**src/rtl/seven_seg_pkg.sv**
```systemverilog
// Shared types, segment patterns and width helpers for the seven-segment scanner.
// Segment vectors are ordered g..a and are active-low (0 = segment lit).
package seven_seg_pkg;

   typedef logic [3:0] nibble_t;
   typedef logic [6:0] seg_t;

   // All cathodes off
   localparam seg_t SEG_BLANK = 7'b1111111;

   // Hex glyphs, g..a, active-low
   localparam seg_t SEG_HEX_0 = 7'b1000000;
   localparam seg_t SEG_HEX_1 = 7'b1111001;
   localparam seg_t SEG_HEX_2 = 7'b0100100;
   localparam seg_t SEG_HEX_3 = 7'b0110000;
   localparam seg_t SEG_HEX_4 = 7'b0011001;
   localparam seg_t SEG_HEX_5 = 7'b0010010;
   localparam seg_t SEG_HEX_6 = 7'b0000010;
   localparam seg_t SEG_HEX_7 = 7'b1111000;
   localparam seg_t SEG_HEX_8 = 7'b0000000;
   localparam seg_t SEG_HEX_9 = 7'b0010000;
   localparam seg_t SEG_HEX_A = 7'b0001000;
   localparam seg_t SEG_HEX_B = 7'b0000011;
   localparam seg_t SEG_HEX_C = 7'b1000110;
   localparam seg_t SEG_HEX_D = 7'b0100001;
   localparam seg_t SEG_HEX_E = 7'b0000110;
   localparam seg_t SEG_HEX_F = 7'b0001110;

   // Width of the refresh divider counter (counts 0..div-1)
   function automatic int cnt_width(input int div);
      return (div <= 2) ? 1 : $clog2(div);
   endfunction

   // Width of the scan index; at least one bit even for a single digit
   function automatic int idx_width(input int n);
      return (n <= 1) ? 1 : $clog2(n);
   endfunction

endpackage

```
**src/rtl/seven_seg_scan_hex_to_seg.sv**
```systemverilog
// Combinational hex nibble to seven-segment (g..a, active-low) decoder.
module hex_to_seg
   import seven_seg_pkg::*;
(
   input  logic [3:0] nibble_i,
   output logic [6:0] seg_o
);

   // Map each hex value to its glyph
   always_comb begin
      seg_o = SEG_BLANK;
      case (nibble_i)
         4'h0:    seg_o = SEG_HEX_0;
         4'h1:    seg_o = SEG_HEX_1;
         4'h2:    seg_o = SEG_HEX_2;
         4'h3:    seg_o = SEG_HEX_3;
         4'h4:    seg_o = SEG_HEX_4;
         4'h5:    seg_o = SEG_HEX_5;
         4'h6:    seg_o = SEG_HEX_6;
         4'h7:    seg_o = SEG_HEX_7;
         4'h8:    seg_o = SEG_HEX_8;
         4'h9:    seg_o = SEG_HEX_9;
         4'hA:    seg_o = SEG_HEX_A;
         4'hB:    seg_o = SEG_HEX_B;
         4'hC:    seg_o = SEG_HEX_C;
         4'hD:    seg_o = SEG_HEX_D;
         4'hE:    seg_o = SEG_HEX_E;
         4'hF:    seg_o = SEG_HEX_F;
         default: seg_o = SEG_BLANK;
      endcase
   end

endmodule

```
**src/rtl/seven_seg_scan.sv**
```systemverilog
// Time-multiplexed common-anode seven-segment driver.
// One digit is lit per refresh period; digit data is double-buffered
// (pending -> shadow at the end of each frame) so a frame never mixes
// old and new values. All pin outputs are registered.
// Optional build macro SEVEN_SEG_LZ_BLANK_EN enables leading-zero
// suppression (digit 0 is never suppressed; a lit dp keeps its digit).
module seven_seg_scan
   import seven_seg_pkg::*;
#(
   parameter int NUM_DIGITS  = 4,
   parameter int REFRESH_DIV = 100000
) (
   input  logic                    clk,
   input  logic                    reset,
   input  logic [4*NUM_DIGITS-1:0] digits,
   input  logic [NUM_DIGITS-1:0]   digit_en,
   input  logic [NUM_DIGITS-1:0]   dp_in,
   input  logic                    load,
   output logic [6:0]              segment,
   output logic                    dp,
   output logic [NUM_DIGITS-1:0]   anode,
   output logic                    frame_start
);

   localparam int CNT_W     = cnt_width(REFRESH_DIV);
   localparam int IDX_W     = idx_width(NUM_DIGITS);
   localparam int NUM_SLOTS = 1 << IDX_W;

   localparam logic [CNT_W-1:0] CNT_LAST = CNT_W'(REFRESH_DIV - 1);
   localparam logic [IDX_W-1:0] IDX_LAST = IDX_W'(NUM_DIGITS - 1);

   // Divider and scan position
   logic [CNT_W-1:0] count_q, count_d;
   logic [IDX_W-1:0] index_q, index_d;
   logic             tick;
   logic             boundary;

   // Pending buffer (written by load) and shadow buffer (what is displayed)
   logic [4*NUM_DIGITS-1:0] pend_dig_q, pend_dig_d;
   logic [NUM_DIGITS-1:0]   pend_en_q,  pend_en_d;
   logic [NUM_DIGITS-1:0]   pend_dp_q,  pend_dp_d;
   logic [4*NUM_DIGITS-1:0] shad_dig_q, shad_dig_d;
   logic [NUM_DIGITS-1:0]   shad_en_q,  shad_en_d;
   logic [NUM_DIGITS-1:0]   shad_dp_q,  shad_dp_d;

   // Per-slot views of the next shadow contents, padded to a power of two
   // so the scan index can address them without range issues.
   logic [3:0] slot_nib [NUM_SLOTS];
   logic       slot_en  [NUM_SLOTS];
   logic       slot_dp  [NUM_SLOTS];
   logic       slot_sup [NUM_SLOTS];

   // Selected digit for the next output cycle
   logic [3:0]            sel_nib;
   logic [6:0]            sel_seg;
   logic                  sel_dp;
   logic                  show_d;
   logic [NUM_DIGITS-1:0] anode_d;

   // Registered pin drivers
   logic [NUM_DIGITS-1:0] anode_q;
   logic [6:0]            seg_q;
   logic                  dp_q;
   logic                  frame_start_q;

   // Next divider count and scan index; boundary marks the last cycle of a frame
   always_comb begin
      tick     = (count_q == CNT_LAST);
      boundary = tick && (index_q == IDX_LAST);
      count_d  = tick ? '0 : count_q + 1'b1;
      index_d  = index_q;
      if (tick) begin
         index_d = (index_q == IDX_LAST) ? '0 : index_q + 1'b1;
      end
   end

   // Next buffer contents: load fills pending; boundary promotes to shadow,
   // taking the live inputs directly when load coincides with the boundary
   always_comb begin
      pend_dig_d = pend_dig_q;
      pend_en_d  = pend_en_q;
      pend_dp_d  = pend_dp_q;
      shad_dig_d = shad_dig_q;
      shad_en_d  = shad_en_q;
      shad_dp_d  = shad_dp_q;
      if (load) begin
         pend_dig_d = digits;
         pend_en_d  = digit_en;
         pend_dp_d  = dp_in;
      end
      if (boundary) begin
         shad_dig_d = pend_dig_d;
         shad_en_d  = pend_en_d;
         shad_dp_d  = pend_dp_d;
      end
   end

   // Divider, scan index and both buffers
   always_ff @(posedge clk) begin
      if (reset) begin
         count_q    <= '0;
         index_q    <= '0;
         pend_dig_q <= '0;
         pend_en_q  <= '0;
         pend_dp_q  <= '0;
         shad_dig_q <= '0;
         shad_en_q  <= '0;
         shad_dp_q  <= '0;
      end else begin
         count_q    <= count_d;
         index_q    <= index_d;
         pend_dig_q <= pend_dig_d;
         pend_en_q  <= pend_en_d;
         pend_dp_q  <= pend_dp_d;
         shad_dig_q <= shad_dig_d;
         shad_en_q  <= shad_en_d;
         shad_dp_q  <= shad_dp_d;
      end
   end

   // Split the next shadow word into per-slot fields; unused slots read blank
   generate
      for (genvar gi = 0; gi < NUM_SLOTS; gi++) begin : g_slot
         if (gi < NUM_DIGITS) begin : g_real
            assign slot_nib[gi] = shad_dig_d[4*gi +: 4];
            assign slot_en[gi]  = shad_en_d[gi];
            assign slot_dp[gi]  = shad_dp_d[gi];
         end else begin : g_pad
            assign slot_nib[gi] = 4'h0;
            assign slot_en[gi]  = 1'b0;
            assign slot_dp[gi]  = 1'b0;
         end
      end
   endgenerate

`ifdef SEVEN_SEG_LZ_BLANK_EN
   // lz_run[i] is high when digit i and every digit above it is a zero
   // without a decimal point, i.e. still inside the leading-zero run.
   logic [NUM_DIGITS:1] lz_run;
   assign lz_run[NUM_DIGITS] = 1'b1;
   generate
      for (genvar gi = 1; gi < NUM_DIGITS; gi++) begin : g_lz
         assign lz_run[gi] = lz_run[gi+1] && (slot_nib[gi] == 4'h0) && !slot_dp[gi];
      end
      for (genvar gi = 0; gi < NUM_SLOTS; gi++) begin : g_sup
         if (gi > 0 && gi < NUM_DIGITS) begin : g_on
            assign slot_sup[gi] = lz_run[gi];
         end else begin : g_off
            assign slot_sup[gi] = 1'b0;
         end
      end
   endgenerate
`else
   // Every enabled digit is shown, zeros included
   generate
      for (genvar gi = 0; gi < NUM_SLOTS; gi++) begin : g_sup
         assign slot_sup[gi] = 1'b0;
      end
   endgenerate
`endif

   // Pick the digit that will be lit next cycle
   always_comb begin
      sel_nib = slot_nib[index_d];
      sel_dp  = slot_dp[index_d];
      show_d  = slot_en[index_d] && !slot_sup[index_d];
   end

   hex_to_seg u_hex_to_seg (
      .nibble_i (sel_nib),
      .seg_o    (sel_seg)
   );

   // One active-low anode for the selected digit, only when it is shown
   generate
      for (genvar gi = 0; gi < NUM_DIGITS; gi++) begin : g_anode
         assign anode_d[gi] = !(show_d && (index_d == IDX_W'(gi)));
      end
   endgenerate

   // Pin registers; reset turns every anode and cathode off
   always_ff @(posedge clk) begin
      if (reset) begin
         anode_q       <= '1;
         seg_q         <= SEG_BLANK;
         dp_q          <= 1'b1;
         frame_start_q <= 1'b0;
      end else begin
         anode_q       <= anode_d;
         seg_q         <= show_d ? sel_seg : SEG_BLANK;
         dp_q          <= show_d ? ~sel_dp : 1'b1;
         frame_start_q <= boundary;
      end
   end

   assign anode       = anode_q;
   assign segment     = seg_q;
   assign dp          = dp_q;
   assign frame_start = frame_start_q;

endmodule

```
**config.mk**
```make
export PLATFORM = sky130hd
export DESIGN_NAME = seven_seg_scan
export DESIGN_NICKNAME = d
export VERILOG_FILES = /design/src/rtl/seven_seg_pkg.sv /design/src/rtl/seven_seg_scan_hex_to_seg.sv /design/src/rtl/seven_seg_scan.sv
export SDC_FILE = /design/constraint.sdc
export NUM_CORES = 1
export LEC_CHECK = 0
export CAP_MARGIN = 25
export CELL_PAD_IN_SITES_DETAIL_PLACEMENT = 1
export CELL_PAD_IN_SITES_GLOBAL_PLACEMENT = 2
export CORE_MARGIN = 4
export CORE_UTILIZATION = 38
export DETAILED_ROUTE_END_ITERATION = 8
export PLACE_DENSITY = 0.88
export SYNTH_ARGS = -nofsm -noshare
export SYNTH_HDL_FRONTEND = slang
export SYNTH_SLANG_ARGS = --single-unit
```
**constraint.sdc**
```tcl
create_clock -name clk -period 7.73 [get_ports clk]
set_input_delay 1.546 -clock clk [delete_from_list [all_inputs] [get_ports clk]]
set_output_delay 1.546 -clock clk [all_outputs]
set_load 0.01 [all_outputs]
```
-- Yosys cells after proc, flatten, opt, wreduce, memory -nomap -nowiden
Memories as Yosys holds them, arrays and structs flattened. A register that Yosys moved wholly into a read port is not among the register bits.
Index checks and enable logic that the tools add are counted.
- register bits after elaboration: 73
- bits in read-only memories: 112
- bits of input ports: 27
- output and inout bits: 13
- logic and storage cells: 57
- memories: 1
- memories (memory ; depth ; width ; rd ports ; clocked after Yosys merged registers in ; write ports ; RTL line ; text):
    (no name shown) ; 16 ; 7 ; 1 ; 1 ; 0 ; seven_seg_scan_hex_to_seg.sv:12 ; case (nibble_i)
- add/subtract/negate cells: 2
- order comparisons: 1
- eq/ne operators: 5
- mux-type cells: 20
- bitwise logic cells: 3
- reduce and logical (&&, ||, !) cells: 14
- operator list (kind ; number):
    $mux 16 ; 2
    $mux 4 ; 6
    $add 17x1->17 const B ; 1
    $eq 17x17->1 const B ; 1
    $bmux 4 s2 ; 1
    $bmux 1 s2 ; 3
    $eq 2x2->1 const B ; 3
    $logic_and 1x1->1 ; 6
    $mux 1 ; 6
    $logic_not 1->1 ; 5
    $mux 2 ; 2
    $reduce_or 2->1 ; 2
    $ge 3x3->1 const B ; 1
    $not 2->3 ; 1
    $add 2x1->2 const B ; 1
    $eq 2x1->1 const B ; 1
    $logic_not 2->1 ; 1
    $not 1->1 ; 2

-- Longest topological paths before layout
- depth after elaboration: 11
- mapped depth: 13
- gate-level depth less buffers: 12

-- Modules after synthesis
A second synthesis with hierarchy kept.
- cell total of the unflattened synthesis: 386
- area, all modules: 3742.3 um^2
- modules (own cells, without submodules) (module ; instances ; cells each ; area each (um^2) ; seq. area each (um^2)):
    seven_seg_scan ; 1 ; 353 ; 3468.3 ; 1601.5
    hex_to_seg ; 1 ; 33 ; 274.0 ; 0.0

-- Least setup slack after synthesis
OpenSTA, ideal clock, no wires.
- kind: input to register
- start point: in load
- end point: reg seg_q[0], in the netlist segment[0]
- data arrival time: 3439 ps
- path slack: 4158 ps
- cell stages on the path: 10
- path buffers: 1
- path through: clkbuf_1 -> mux2i_1 -> a211oi_1 -> a21oi_1 -> mux4_2 -> inv_1 -> ha_1 -> or3_1 -> o311ai_1 -> nand2_1
- word-level cells in the longest chain between the ends: 8
- ends and longest elaborated chain (what ; RTL line ; text):
    start, declared ; seven_seg_scan.sv:18 ; input logic load,
    $mux 4 ; seven_seg_scan.sv:86 ; if (load) begin
    $mux 4 ; seven_seg_scan.sv:91 ; if (boundary) begin
    $bmux 1 s2 ; seven_seg_scan.sv:166 ; show_d = slot_en[index_d] && !slot_sup[index_d];
    $mux 1 (implied by the code) (2 in a row) ; seven_seg_scan.sv:166 ;
    $logic_and 1x1->1 ; seven_seg_scan.sv:166 ;
    $not 1->1 (no line) ; - ;
    $reduce_or 2->1 (no line) ; - ;
    end, declared ; seven_seg_scan.sv:62 ; logic [6:0] seg_q;
Parallel ways exist; a longest one is shown, timed or not. The select of a mux whose other input is x is not followed.
A chain may end at the register's enable or synchronous reset.

-- Worst setup path in the final report
- start point: in load
- end point: reg seg_q[3], in the netlist segment[3]
The elaborated chain is that of the path after synthesis.

==> impl_summary.log <==
[metrics] number of standard cells in the final layout excluding fillers: 516
[metrics] I/O pins: 40
[metrics] row cnt: 35
[metrics] Post-route DRC: 0
[metrics] Die Span X: between 100 and 150 um
[metrics] Flop pwr share: about 53%
[metrics] share of cells above drive strength 1: between 10% and 20%
[metrics] Routability Congestion: between 0.8 and 0.9
[metrics] Startpoint Class: input pin
[metrics] Seq/Total Area, Yosys: around 45%
[metrics] mapped cell area: approximately 3600 um2
[metrics] leak pwr: 1.55 nW
[metrics] run status: finished clean
[metrics] power density over cell area: approximately 190 nW/um2
[metrics] endpoint required time on the critical path: between 7000 and 8000 ps
[metrics] maximum net fanout on the critical path: 24
[metrics] startpoint of the tightest hold check path: count_q[0]
[metrics] worst flop-to-flop path startpoint: index_q[0]
[metrics] starting density of the core: 38.9%
[metrics] detailed-route wire length per cell: ~15 um
[metrics] net switching component of the power: 182 uW
[metrics] detailed-router iteration count before antenna repair: 4
[metrics] number of cells produced by synthesis: ~370
[metrics] clock transition at the register clock pins on the worst setup and hold paths after CTS: 80 ps
[metrics] number of sinks on the clock net: 80
[metrics] total number of H-tree levels: 3
[metrics] clock tree from TritonCTS: done
[metrics] number of buffers added on ports: 39
[metrics] endpoint class of the critical path: flop
[metrics] Total Die Area: around 11000 um2
[metrics] clock insertion delay at the later pin of the skew report: 350 ps
[metrics] proportion of synthesized flip-flops having asynchronous set or reset: 0%
[metrics] post-route clock period utilization: 53.9%
[metrics] post-cts gate resize count: 0
[metrics] global-route usage over all layers: 15.3%
[metrics] final net count: 435
[metrics] synthesized area per cell: 9.64 um2
[metrics] post-CTS setup buffer count: 0
[metrics] largest net degree at the start of global routing: 55
[metrics] post-detail-place hpwl: 5540 um
[metrics] total vias in the final route: 2683
[metrics] Clock Root Buffer: sky130_fd_sc_hd__clkbuf_8
[metrics] count of cell types in the netlist: 41
[metrics] count of hold buffers inserted by post-cts repair: 0
[metrics] endpoint of the worst-slack reg-to-reg timing path: segment[2]
[metrics] internal power: 611 uW
[metrics] Max rail drop VDD: 0.0886 mV
[metrics] Post-Syn Nets: 406
[metrics] RSZ-0062 raised after global routing: false
[metrics] number of global-route vias before repair: 2844
[metrics] die height: ~100 um
[metrics] TritonCTS buffer count: 9
[metrics] count of warnings emitted by yosys: 0
[metrics] Post-synth EDFFs: 0
[metrics] total chip power: 793 uW
[metrics] worst min-delay path category: reg -> reg
[metrics] skew final: roughly 8.9 ps
[metrics] maximum achievable frequency: 240 MHz
[metrics] final hold vios: 0
[metrics] Max Transition Viols Final: 0
[metrics] diode insertion count for antenna repair: 0
[metrics] remaining antenna violation count after routing: 0
[metrics] cell total after placement: 500
[metrics] reg-to-reg slack, setup: approximately 4000 ps
[metrics] clock share of power: ~41%
[metrics] total setup violations reported at the end of the flow: 0
[metrics] crit path setup slack, layout: 3570 ps
[metrics] initial antenna violation count: 0
[metrics] number of design-rule violations left by the first detailed-router iteration: a little under 60
[metrics] detail-routed via count per cell: 5.20
[metrics] flip-flop cell with the highest count after synthesis: sky130_fd_sc_hd__dfxtp_1
[metrics] core occupancy in the finished layout: 45.9%
[metrics] Logic pwr share: 5.3%
[metrics] grt total ovfl: 0
[metrics] max_slew headroom: 32.0%
[metrics] WHS Endpoint: count_q[0]
[metrics] Area Growth Syn to Fin: 18.1%
[metrics] number of maximum-capacitance violations: 0
[metrics] wire length of the first global-routing pass: approximately 14000 um
[metrics] min cycle time layout: 4160 ps
[metrics] switch share: between 20% and 30%
[metrics] cells on worst reg2reg path: 6
[metrics] total routed wirelength: 7940 um
[metrics] Critical Path AT: 4370 ps
[metrics] Core ar.: 9200 um2
[metrics] number of storage elements in the synthesis netlist: 80
[metrics] clock buffer depth: 2
[metrics] worst hold path cell count: 1
[metrics] placement-stage worst setup slack: 3240 ps
[metrics] Setup Crit Path Kind: in -> reg
[metrics] final total negative setup slack: 0 ps
[metrics] transition time of the tightest slew-check pin: 991 ps
## kinds of logic (layout without fill, tap and decap cells)
kind of cell | after synthesis | after routing | share of synthesized area [%]
DFF | 80 | 80 | 44.8
and+or+nand+nor | 129 | 129 | 17.3
buffers and inverters | 29 | 63 | 3.68
muxes | 59 | 59 | 17.6
AOI/OAI and AO/OA | 53 | 53 | 10.7
adders and majority gates | 8 | 8 | 2.80
xor gates and xnor gates | 13 | 13 | 3.19
## power by group through the flow
stage	clock network, mW	registers [mW]	logic (mW)
after floorplan	0	0.432	0.0235
after global placement	0	0.433	0.0414
after detailed placement	0	0.433	0.0427
after CTS	0.339	0.424	0.0429
after global routing	0.354	0.425	0.0468
final	0.327	0.423	0.0420
## layout by cell type (no fill, tap or decap), types with 8 or more instances in the layout
cell type and count:
sky130_fd_sc_hd__a211oi_1 23, sky130_fd_sc_hd__a21oi_1 10, sky130_fd_sc_hd__clkbuf_8 11, sky130_fd_sc_hd__clkdlybuf4s50_1 38
sky130_fd_sc_hd__dfxtp_1 80, sky130_fd_sc_hd__ha_1 8, sky130_fd_sc_hd__mux2_2 11, sky130_fd_sc_hd__mux2i_1 44
sky130_fd_sc_hd__nand2_1 16, sky130_fd_sc_hd__nand3_1 11, sky130_fd_sc_hd__nor2_1 75, sky130_fd_sc_hd__xor2_1 8
## worst max-delay path by stage
stage	startpoint	to	slack, ps
6_report	load	segment[3]	3570
5_1_grt	load	segment[6]	3340
4_1_cts	load	segment[0]	3610
3_5_place_dp	load	segment[0]	3240
3_3_place_gp	load	segment[0]	3360
2_1_floorplan	load	segment[0]	4160
## registers in the layout, indices dropped and copies added, names as in the netlist
name / flops
shad_en_q: 4
dp: 1
pend_dp_q: 4
shad_dig_q: 16
pend_dig_q: 16
anode: 4
pend_en_q: 4
index_q: 2
count_q: 17
shad_dp_q: 4
frame_start: 1
segment: 7
## area by class of cell
class / count / area (um2)
fillers: 1051 / 4980
multi-input cells: 262 / 1840
flip-flops and latches: 80 / 1600
repair buffers: 41 / 400
clock buffers: 11 / 151
well taps: 111 / 139
clock inverters: 5 / 63.8
inverters: 6 / 22.5
## routing by layer
layer	wire [um]	global-route usage, %
met1	3890	20.3
met4	116	6.00
met3	186	2.78
met2	3750	24.7
met5	0	0
## per-stage QoR
step	instance area [um2]	hold slack [ps]
2_1_floorplan	3570	382
3_3_place_gp	4010	446
3_5_place_dp	4010	454
4_1_cts	4220	476
5_1_grt	4220	486
6_report	4220	468
## worst max-delay path, cell delays in order
cell                              delay [ps]
sky130_fd_sc_hd__clkdlybuf4s50_1         460
sky130_fd_sc_hd__buf_4                   380
sky130_fd_sc_hd__mux2i_1                 350
sky130_fd_sc_hd__mux2_2                  220
sky130_fd_sc_hd__mux2i_1                  60
sky130_fd_sc_hd__mux2i_1                 790
sky130_fd_sc_hd__nor2_1                  210
sky130_fd_sc_hd__a22oi_1                 220
sky130_fd_sc_hd__o211ai_1                120
## synth_stat cells (2+ instances only)
library cell | count | area share (%)
sky130_fd_sc_hd__a21oi_1 | 10 | 1.4
sky130_fd_sc_hd__o311ai_1 | 3 | 0.74
sky130_fd_sc_hd__nand2_1 | 16 | 1.7
sky130_fd_sc_hd__nand3_1 | 11 | 1.5
sky130_fd_sc_hd__mux2_2 | 11 | 3.5
sky130_fd_sc_hd__and4bb_2 | 2 | 0.70
sky130_fd_sc_hd__and4_1 | 2 | 0.49
sky130_fd_sc_hd__and3_1 | 2 | 0.35
sky130_fd_sc_hd__dfxtp_1 | 80 | 45
sky130_fd_sc_hd__xor2_1 | 8 | 2.0
sky130_fd_sc_hd__mux2i_2 | 2 | 0.77
sky130_fd_sc_hd__or3_1 | 3 | 0.53
sky130_fd_sc_hd__nor2b_1 | 4 | 0.70
sky130_fd_sc_hd__mux2i_1 | 44 | 12
sky130_fd_sc_hd__o21ai_0 | 6 | 0.84
sky130_fd_sc_hd__xnor2_1 | 5 | 1.2
sky130_fd_sc_hd__a211oi_1 | 23 | 4.8
sky130_fd_sc_hd__a22oi_1 | 3 | 0.63
sky130_fd_sc_hd__or2_2 | 2 | 0.35
sky130_fd_sc_hd__inv_1 | 6 | 0.63
sky130_fd_sc_hd__nand4_1 | 4 | 0.70
sky130_fd_sc_hd__buf_6 | 2 | 0.63
sky130_fd_sc_hd__nor3_1 | 2 | 0.28
sky130_fd_sc_hd__nor2_1 | 75 | 7.9
sky130_fd_sc_hd__buf_1 | 4 | 0.42
sky130_fd_sc_hd__ha_1 | 8 | 2.8
sky130_fd_sc_hd__o211ai_1 | 5 | 1.1
sky130_fd_sc_hd__buf_2 | 3 | 0.42
sky130_fd_sc_hd__clkbuf_1 | 13 | 1.4
(Power assumes the default switching activity.)
